[src/rtl/bcd_pkg.sv]
// Shared types and helpers for the sequential binary-to-BCD converter.
package bcd_pkg;

  localparam int BCD_DIGIT_W = 4;

  typedef enum logic [1:0] {
    IDLE  = 2'd0,
    SHIFT = 2'd1,
    DONE  = 2'd2
  } state_e;

  // Number of decimal digits needed to hold 2^bin_w - 1.
  function automatic int min_digits(input int bin_w);
    logic [63:0] max_v;
    int          n;
    max_v = (64'd1 << bin_w) - 64'd1;
    n     = 1;
    while (max_v >= 64'd10) begin
      max_v = max_v / 64'd10;
      n     = n + 1;
    end
    return n;
  endfunction

endpackage

[src/rtl/bcd_digit_adj.sv]
// One double-dabble correction cell: add 3 to a BCD digit when it is 5 or more.
module bcd_digit_adj
  import bcd_pkg::*;
(
  input  logic [BCD_DIGIT_W-1:0] digit_i,
  output logic [BCD_DIGIT_W-1:0] digit_o
);

  // Digits 5..9 become 8..12, so the sum never wraps the nibble.
  always_comb begin
    if (digit_i >= 4'd5) begin
      digit_o = digit_i + 4'd3;
    end else begin
      digit_o = digit_i;
    end
  end

endmodule

[src/rtl/bin2bcd_seq.sv]
// Iterative double-dabble converter, one input bit per clock, with start/done handshake.
// Optional macro BIN2BCD_SAT_EN: on overflow the result saturates to all nines.
module bin2bcd_seq
  import bcd_pkg::*;
#(
  parameter int BIN_W  = 12,
  parameter int DIGITS = 4
) (
  input  logic                          clk,
  input  logic                          rst_n,
  input  logic                          start,
  input  logic [BIN_W-1:0]              binary,
  output logic                          busy,
  output logic                          done,
  output logic [BCD_DIGIT_W*DIGITS-1:0] bcd,
  output logic                          overflow
);

  localparam int SCR_W = BCD_DIGIT_W * DIGITS;
  localparam int CNT_W = $clog2(BIN_W);
  localparam logic [CNT_W-1:0] CNT_INIT = CNT_W'(BIN_W - 1);
  localparam logic [CNT_W-1:0] CNT_ZERO = {CNT_W{1'b0}};
  localparam logic [CNT_W-1:0] CNT_ONE  = CNT_W'(1);
  // When the digit count covers the full input range no carry can leave the top digit.
  localparam bit OVF_POSSIBLE = (DIGITS < min_digits(BIN_W));
`ifdef BIN2BCD_SAT_EN
  localparam logic [SCR_W-1:0] ALL_NINES = {DIGITS{4'h9}};
`endif

  if ((BIN_W < 2) || (BIN_W > 32) || (DIGITS < 1) || (DIGITS > 10)) begin : g_bad_param
    $error("bin2bcd_seq: BIN_W must be 2..32 and DIGITS 1..10");
  end

  state_e             state_q, state_d;
  logic [BIN_W-1:0]   shift_q, shift_d;
  logic [SCR_W-1:0]   scr_q, scr_d;
  logic [SCR_W-1:0]   scr_adj_s;
  logic [CNT_W-1:0]   cnt_q, cnt_d;
  logic               ovf_q, ovf_d;
  logic               busy_q, busy_d;
  logic               done_q, done_d;
  logic [SCR_W-1:0]   bcd_q, bcd_d;
  logic               overflow_q, overflow_d;

  for (genvar i = 0; i < DIGITS; i++) begin : g_adj
    bcd_digit_adj u_adj (
      .digit_i (scr_q[BCD_DIGIT_W*i +: BCD_DIGIT_W]),
      .digit_o (scr_adj_s[BCD_DIGIT_W*i +: BCD_DIGIT_W])
    );
  end

  // Next-state and datapath for the IDLE/SHIFT/DONE sequence.
  always_comb begin
    state_d    = state_q;
    shift_d    = shift_q;
    scr_d      = scr_q;
    cnt_d      = cnt_q;
    ovf_d      = ovf_q;
    busy_d     = busy_q;
    done_d     = 1'b0;
    bcd_d      = bcd_q;
    overflow_d = overflow_q;
    case (state_q)
      IDLE: begin
        if (start) begin
          state_d = SHIFT;
          shift_d = binary;
          scr_d   = {SCR_W{1'b0}};
          cnt_d   = CNT_INIT;
          ovf_d   = 1'b0;
          busy_d  = 1'b1;
        end else begin
          state_d = IDLE;
        end
      end
      SHIFT: begin
        shift_d = {shift_q[BIN_W-2:0], 1'b0};
        scr_d   = {scr_adj_s[SCR_W-2:0], shift_q[BIN_W-1]};
        ovf_d   = ovf_q | (OVF_POSSIBLE & scr_adj_s[SCR_W-1]);
        cnt_d   = cnt_q - CNT_ONE;
        if (cnt_q == CNT_ZERO) begin
          state_d = DONE;
        end else begin
          state_d = SHIFT;
        end
      end
      DONE: begin
        state_d    = IDLE;
        busy_d     = 1'b0;
        done_d     = 1'b1;
        overflow_d = ovf_q;
`ifdef BIN2BCD_SAT_EN
        if (ovf_q) begin
          bcd_d = ALL_NINES;
        end else begin
          bcd_d = scr_q;
        end
`else
        bcd_d = scr_q;
`endif
      end
      default: begin
        state_d = IDLE;
        busy_d  = 1'b0;
      end
    endcase
  end

  // State and datapath registers.
  always_ff @(posedge clk or negedge rst_n) begin
    if (!rst_n) begin
      state_q    <= IDLE;
      shift_q    <= {BIN_W{1'b0}};
      scr_q      <= {SCR_W{1'b0}};
      cnt_q      <= CNT_ZERO;
      ovf_q      <= 1'b0;
      busy_q     <= 1'b0;
      done_q     <= 1'b0;
      bcd_q      <= {SCR_W{1'b0}};
      overflow_q <= 1'b0;
    end else begin
      state_q    <= state_d;
      shift_q    <= shift_d;
      scr_q      <= scr_d;
      cnt_q      <= cnt_d;
      ovf_q      <= ovf_d;
      busy_q     <= busy_d;
      done_q     <= done_d;
      bcd_q      <= bcd_d;
      overflow_q <= overflow_d;
    end
  end

  assign busy     = busy_q;
  assign done     = done_q;
  assign bcd      = bcd_q;
  assign overflow = overflow_q;

endmodule
[config.mk]
export PLATFORM = sky130hd
export DESIGN_NAME = bin2bcd_seq
export DESIGN_NICKNAME = d
export VERILOG_FILES = /design/src/rtl/bcd_pkg.sv /design/src/rtl/bcd_digit_adj.sv /design/src/rtl/bin2bcd_seq.sv
export SDC_FILE = /design/constraint.sdc
export NUM_CORES = 1
export LEC_CHECK = 0
export ABC_AREA = 1
export ABC_CLOCK_PERIOD_IN_PS = 1600
export CAP_MARGIN = 25
export CORE_MARGIN = 3
export CORE_UTILIZATION = 24
export CTS_BUF_LIST = sky130_fd_sc_hd__clkbuf_8 sky130_fd_sc_hd__clkbuf_16
export CTS_CLUSTER_SIZE = 10
export DETAILED_ROUTE_END_ITERATION = 7
export PLACE_DENSITY = 0.48
export SLEW_MARGIN = 20
export SYNTH_ARGS = -nofsm -noshare
export SYNTH_HDL_FRONTEND = slang
export SYNTH_SLANG_ARGS = --single-unit
[constraint.sdc]
create_clock -name clk -period 1.6 [get_ports clk]
set_clock_uncertainty 0.2 [all_clocks]
set_input_delay 0.48 -clock clk [delete_from_list [all_inputs] [get_ports clk]]
set_output_delay 0.48 -clock clk [all_outputs]
set_load 0.01 [all_outputs]
==> metrics.log, run 1 <==
[metrics] post-CTS clock slew at the launch and capture registers of the worst setup and hold paths: 90 ps
[metrics] number of global-route vias before repair: 1,958
[metrics] pin count of the biggest net entering global routing: 53
[metrics] kind of critical path: flop to output pin
[metrics] most common cell after layout, fill and taps aside: sky130_fd_sc_hd__nand2_1
[metrics] Total Power: 5.89 mW
[metrics] source-to-sink clock delay at the later pin of the worst-skew pair: 300 ps
[metrics] Starting Density: 25.2%
[metrics] met1 track utilization from global routing: 13.9%
[metrics] total track usage: 9.54%
[metrics] die height: 108 um
[metrics] number of ports placed on the die boundary: 34
[metrics] row cnt: 36
[metrics] cell chain of the critical path: buf_2
[metrics] count of input and output buffers: 32
[metrics] CP Buf/Inv Count: 1
[metrics] register area: 0.00130 mm^2
[metrics] maximum ir drop on the vdd rail: 0.000500 V
[metrics] Worst R2R Path Depth: 8
[metrics] detailed-routing iteration count for the pre-antenna-repair pass: 5
[metrics] Global Route met2 Usage: 14.2%
[metrics] longest individual stage delay on the worst path: 390 ps
[metrics] highest-delay cell along the critical path: sky130_fd_sc_hd__dfrtp_1
[metrics] Reg2Reg Launch Point: scr_q[4]
[metrics] routability-driven placement congestion ratio: 0.731
[metrics] class of the tightest hold or removal check: flop to flop
[metrics] commonest non-fill, non-tap cells in the layout: 104 x sky130_fd_sc_hd__nand2_1, 52 x sky130_fd_sc_hd__dfrtp_1, 29 x sky130_fd_sc_hd__nand3_1
[metrics] total die area: 0.0117 mm^2
[metrics] First DRT Iteration DRCs: 100
[metrics] fraction of layout cells with a size suffix above 1: 18.4%
[metrics] horizontal die dimension: 108 um
[metrics] destination of the worst register-to-register timing path: scr_q[5]
[metrics] part of the Yosys area used for sequential elements: 51.7%
[metrics] kind of launch point of the worst setup path: flop
[metrics] number of max-slew violations in the final report: 0
[metrics] final hold viol count: 0
[metrics] synthesized area divided by synthesized cell count: 8.50 um^2
[metrics] leftover overflow at the end of global routing: 0
[metrics] Core Region: 0.0100 mm^2
[metrics] Cell variety after synth: 23
[metrics] ANT nets after route: 0
[metrics] setup slack after layout: 91.6 ps
[metrics] number of nets in the final layout: 372
[metrics] unrepaired setup endpoints after global routing: false
[metrics] synthesis warning total: 0
[metrics] end-of-flow core utilization: 31.1%
[metrics] drt wl/cell: 10.7 um
[metrics] dpl ws: -220 ps
[metrics] diode insertion count for antenna repair: 0
[metrics] result of the run: finished, final reports clean
[metrics] clock tree root driver cell: sky130_fd_sc_hd__clkbuf_8
[metrics] met3 Use GR: 2.39%
[metrics] number of antenna violations at the first check in global routing: 0
[metrics] power density over cell area: 1890 mW/mm^2
[metrics] number of logic stages on the critical path including buffering: 1
[metrics] source of the critical timing path: busy
[metrics] setup total negative slack: 0 ps
[metrics] Min Clock Period, post-route: 1510 ps
[metrics] static leakage power: 1.57 nW
[metrics] global-route wire length before repair: 9120 um
[metrics] most crowded layer after global routing: met2
[metrics] total clock buffers created by CTS: 5
[metrics] footprint of the multi-input gates: 997 um^2
[metrics] synthesized netlist net count: 321
[metrics] total vias in the final route: 2,001
[metrics] Top Family by Delay on Critical Path: flip-flops
[metrics] maximum fanout count along the critical path: 2
[metrics] data arrival time of the critical path: 830 ps
[metrics] CTS max path bufs: 2
[metrics] worst path required time: 920 ps
[metrics] DP Wirelength: 3510 um
[metrics] endpoint of the most critical setup path: busy
[metrics] Worst setup EP type: output pin
[metrics] synthesis-stage register bit count: 52
[metrics] post-synthesis to final-layout area growth: 23.7%
[metrics] Maximum Capacitance Violations: 0
[metrics] Setup Viol. Count Final: 0
[metrics] total DRC errors in the routed layout: 0
[metrics] post-route fraction of the period consumed by the critical path: 94.3%
[metrics] Max H-tree Level: 2
[metrics] Via density: 4.17
[metrics] CTS tree: built
[metrics] maximum operating frequency: 663 MHz
[metrics] wirelength, routed: 5130 um
[metrics] summed instance area of the synthesized netlist: 0.00251 mm^2
[metrics] number of instances in the synthesized netlist: 296
[metrics] reg-to-reg setup timing slack: 150 ps
[metrics] Layout fillers: 1,095
[metrics] clock sink count: 52
## worst min path at each step
stage | cells past startpoint | slack [ps] | startpoint | to
6_report | 2 | 290 | scr_q[13] | scr_q[13]
2_1_floorplan | 0 | -20 | rst_n | bcd[0]
5_1_grt | 2 | 310 | scr_q[13] | scr_q[13]
3_3_place_gp | 2 | 260 | shift_q[0] | shift_q[0]
4_1_cts | 2 | 290 | scr_q[13] | scr_q[13]
3_5_place_dp | 2 | 270 | scr_q[13] | scr_q[13]
## cell usage after synthesis
master                     instances  area [um^2]
sky130_fd_sc_hd__nand2_1         104          390
sky130_fd_sc_hd__dfrtp_1          52         1300
sky130_fd_sc_hd__nand3_1          29          145
sky130_fd_sc_hd__o21ai_0          26          130
sky130_fd_sc_hd__inv_1            25         93.8
sky130_fd_sc_hd__ha_1             10          125
sky130_fd_sc_hd__nand4_1           8         50.1
sky130_fd_sc_hd__o21ai_1           8         40.0
sky130_fd_sc_hd__nor2_1            7         26.3
sky130_fd_sc_hd__buf_4             6         45.0
sky130_fd_sc_hd__buf_6             4         45.0
sky130_fd_sc_hd__inv_2             3         11.3
sky130_fd_sc_hd__nor2_2            2         12.5
sky130_fd_sc_hd__o21ai_2           2         17.5
sky130_fd_sc_hd__o21bai_1          2         15.0
sky130_fd_sc_hd__a22oi_2           1         12.5
sky130_fd_sc_hd__buf_8             1         15.0
sky130_fd_sc_hd__conb_1            1         3.75
sky130_fd_sc_hd__inv_4             1         6.26
sky130_fd_sc_hd__nand2_2           1         6.26
sky130_fd_sc_hd__nand2_4           1         11.3
sky130_fd_sc_hd__nor3_1            1         5.00
sky130_fd_sc_hd__or2_2             1         6.26
## layer usage
| layer | wire length, um | part of all wire [%] |
|---|---|---|
| met5 | 0 | 0 |
| met4 | 40 | 0.78 |
| met3 | 261 | 5.1 |
| met2 | 2060 | 40 |
| met1 | 2770 | 54 |
## cells by family after synthesis
family	count (synthesis)	synth area share, %
buf+inv	40	8.61
fa+ha+maj	10	4.98
compound gates	39	8.56
simple gates	154	26.0
flops	52	51.7
other cells	1	0.149
## power breakdown
part	total (mW)	internal (mW)	switching, mW
clock	0.802	0.386	0.416
combinational	2.80	1.21	1.59
sequential	2.29	1.92	0.367
## area by class of cell
type | count | area share (%)
flip-flops and latches | 52 | 41.8
multi-input cells | 204 | 32.1
repair buffers | 55 | 14.1
well taps | 133 | 5.35
inverters | 29 | 3.58
clock buffers | 7 | 3.10
## repair_timing
item	in CTS	in global routing
setup buffers	9	2
gates resized for setup	62	14
pin swaps	0	1
hold endpoints to repair	52	0
hold buffers	1	0
endpoints found under the setup margin	18	16
## sequential cells by signal, indices dropped and copies added (netlist names)
register	cells
shift_q	12
bcd	16
done	1
state_q	2
cnt_q	4
scr_q	16
busy	1
## stage by stage
stage / hold WS (ps) / cell area (um^2) / std cells
floorplan: -15.6 / 2510 / 296
global placement: 259 / 3010 / 461
detailed placement: 265 / 3010 / 461
CTS: 290 / 3160 / 478
global route: 307 / 3110 / 480
finish: 286 / 3110 / 480
Power figures use the tool's default switching activity.
==> inputs of run 2 (changes only) <==
--- a/config.mk
+++ b/config.mk
@@ -6,7 +6,7 @@
 export NUM_CORES = 1
 export LEC_CHECK = 0
 export ABC_AREA = 1
-export ABC_CLOCK_PERIOD_IN_PS = 1600
+export ABC_CLOCK_PERIOD_IN_PS = 1720
 export CAP_MARGIN = 25
 export CORE_MARGIN = 3
 export CORE_UTILIZATION = 24
==> constraint.sdc (replaced) <==
create_clock -name clk -period 1.72 [get_ports clk]
set_clock_uncertainty 0.2 [all_clocks]
set_input_delay 0.516 -clock clk [delete_from_list [all_inputs] [get_ports clk]]
set_output_delay 0.516 -clock clk [all_outputs]
set_load 0.01 [all_outputs]
==> metrics.log, run 2 (synthesis gave the netlist of run 1 again) <==
[metrics] switching pwr: 2.21 mW (was 2.38 mW)
[metrics] ANT nets after route: 0 (unchanged)
[metrics] routability-driven placement congestion ratio: 0.749 (was 0.731)
[metrics] Starting Density: 25.2% (unchanged)
[metrics] source-to-sink clock delay at the later pin of the worst-skew pair: 300 ps (about the same)
[metrics] total die area: 0.0117 mm^2 (unchanged)
[metrics] Global Route met2 Usage: 14.6% (was 14.2%)
[metrics] maximum ir drop on the vdd rail: 0.000474 V (was 0.000500 V)
[metrics] post-synthesis to final-layout area growth: 24.5% (was 23.7%)
[metrics] CTS max path bufs: 2 (unchanged)
[metrics] power density over cell area: 1760 mW/mm^2 (was 1890 mW/mm^2)
[metrics] total DRC errors in the routed layout: 0 (unchanged)
[metrics] global-route wire length before repair: 9230 um (was 9120 um)
[metrics] Maximum Capacitance Violations: 0 (unchanged)
[metrics] number of max-slew violations in the final report: 0 (unchanged)
[metrics] kind of launch point of the worst setup path: flop (unchanged)
[metrics] drt wl/cell: 10.6 um (was 10.7 um)
[metrics] setup total negative slack: 0 ps (unchanged)
[metrics] pin count of the biggest net entering global routing: 53 (unchanged)
[metrics] First DRT Iteration DRCs: 74 (was 100)
[metrics] most crowded layer after global routing: met2 (unchanged)
[metrics] CP Buf/Inv Count: 1 (unchanged)
[metrics] Max H-tree Level: 2 (unchanged)
[metrics] Layout fillers: 1,098 (was 1,095)
[metrics] Pint: 3.30 mW (was 3.51 mW)
[metrics] final hold viol count: 0 (unchanged)
[metrics] total track usage: 9.66% (was 9.54%)
[metrics] Via density: 4.22 (was 4.17)
[metrics] total vias in the final route: 1,992 (was 2,001)
[metrics] row cnt: 36 (unchanged)
[metrics] static leakage power: 1.54 nW (was 1.57 nW)
[metrics] clock tree root driver cell: sky130_fd_sc_hd__clkbuf_8 (unchanged)
[metrics] leftover overflow at the end of global routing: 0 (unchanged)
[metrics] kind of critical path: flop to output pin (unchanged)
[metrics] count of input and output buffers: 32 (unchanged)
[metrics] post-route fraction of the period consumed by the critical path: 97.7%
[metrics] clock network power share: 15.3% (was 13.6%)
[metrics] commonest non-fill, non-tap cells in the layout: 104 x sky130_fd_sc_hd__nand2_1, 52 x sky130_fd_sc_hd__dfrtp_1, 29 x sky130_fd_sc_hd__nand3_1 (unchanged)
[metrics] longest individual stage delay on the worst path: 380 ps (was 390 ps)
[metrics] cell chain of the critical path: dlygate4sd2_1 (was buf_2)
[metrics] met1 track utilization from global routing: 13.8% (was 13.9%)
[metrics] met3 Use GR: 2.57% (was 2.39%)
[metrics] post-CTS clock slew at the launch and capture registers of the worst setup and hold paths: 90 ps (about the same)
[metrics] horizontal die dimension: 108 um (unchanged)
[metrics] Top Family by Delay on Critical Path: flip-flops (unchanged)
[metrics] maximum operating frequency: 595 MHz
[metrics] number of global-route vias before repair: 1,921 (was 1,958)
[metrics] most common cell after layout, fill and taps aside: sky130_fd_sc_hd__nand2_1 (unchanged)
[metrics] Worst setup EP type: output pin (unchanged)
[metrics] DP Wirelength: 3490 um (was 3510 um)
[metrics] Core Region: 0.0100 mm^2 (unchanged)
[metrics] worst path required time: 1000 ps (was 920 ps)
[metrics] class of the tightest hold or removal check: flop to flop (unchanged)
[metrics] result of the run: finished, final reports clean (unchanged)
[metrics] number of nets in the final layout: 363 (was 372)
[metrics] highest-delay cell along the critical path: sky130_fd_sc_hd__dfrtp_1 (unchanged)
[metrics] end-of-flow core utilization: 31.3% (was 31.1%)
[metrics] Min Clock Period, post-route: 1680 ps
[metrics] Reg power frac: 38.8% (about the same)
[metrics] die height: 108 um (unchanged)
[metrics] total clock buffers created by CTS: 5 (unchanged)
[metrics] number of ports placed on the die boundary: 34 (unchanged)
[metrics] number of antenna violations at the first check in global routing: 0 (unchanged)
[metrics] switching share of power: 40.0% (was 40.4%)
[metrics] detailed-routing iteration count for the pre-antenna-repair pass: 4 (was 5)
[metrics] data arrival time of the critical path: 960 ps (was 830 ps)
[metrics] wirelength, routed: 5030 um (was 5130 um)
[metrics] Setup Viol. Count Final: 0 (unchanged)
[metrics] fraction of layout cells with a size suffix above 1: 10.0% (was 18.4%)
[metrics] clock sink count: 52 (unchanged)
[metrics] diode insertion count for antenna repair: 0 (unchanged)
[metrics] CTS tree: built (unchanged)
[metrics] part of the power in combinational logic: 45.8% (was 47.5%)
[metrics] maximum fanout count along the critical path: 2 (unchanged)
-- run 2: path summary, 6_finish.rpt --
check	start	to	slack [ps]	cells past startpoint
max	bcd[2]	bcd[2]	40	1
min	scr_q[13]	scr_q[13]	290	2
max reg2reg	scr_q[8]	scr_q[10]	200	8
min reg2reg	scr_q[13]	scr_q[13]	290	2
max in group asynchronous	rst_n	scr_q[15]	560	3
min in group asynchronous	rst_n	shift_q[6]	520	3
-- run 2: area by class of cell --
type	instances	area, um^2	share of cell area (%)
clock inverter	3	42.5	1.36
tap	133	166	5.31
multi-input combinational	204	997	31.8
clock buffer	5	68.8	2.20
timing repair buffer	46	444	14.2
inverter	29	111	3.56
sequential	52	1300	41.6
-- run 2: through the flow --
stage | total power [mW] | hold WS, ps | instance area [um^2] | cells | worst slack (ps)
finish | 5.51 | 289 | 3130 | 472 | 40.4
global route | 6.12 | 327 | 3130 | 472 | -2.93
CTS | 5.51 | 293 | 3080 | 467 | 4.01
detailed placement | 4.76 | 267 | 2980 | 458 | -144
global placement | 4.74 | 259 | 2980 | 458 | -128
floorplan | 3.91 | 20.4 | 2510 | 296 | 376
-- run 2: repair_timing --
| action | CTS | global route |
|---|---|---|
| setup endpoints to repair | 18 | 15 |
| hold buffers | 1 | 0 |
| buffers inserted | 0 | 5 |
| gates resized for setup | 20 | 13 |
| hold endpoints to repair | 28 | 0 |
-- run 2: power by group through the flow --
stage | Sequential [mW] | Clock (mW) | Combinational, mW
6_report | 2.14 | 0.844 | 2.53
5_1_grt | 2.22 | 0.933 | 2.96
4_1_cts | 2.14 | 0.900 | 2.47
3_5_place_dp | 2.17 | 0 | 2.59
3_3_place_gp | 2.17 | 0 | 2.57
2_1_floorplan | 2.19 | 0 | 1.71
-- run 2: per-layer routing --
layer	vias up	wire, um
li1	1030	-
met1	912	2650
met2	45	2070
met3	5	277
met4	0	31
met5	-	0
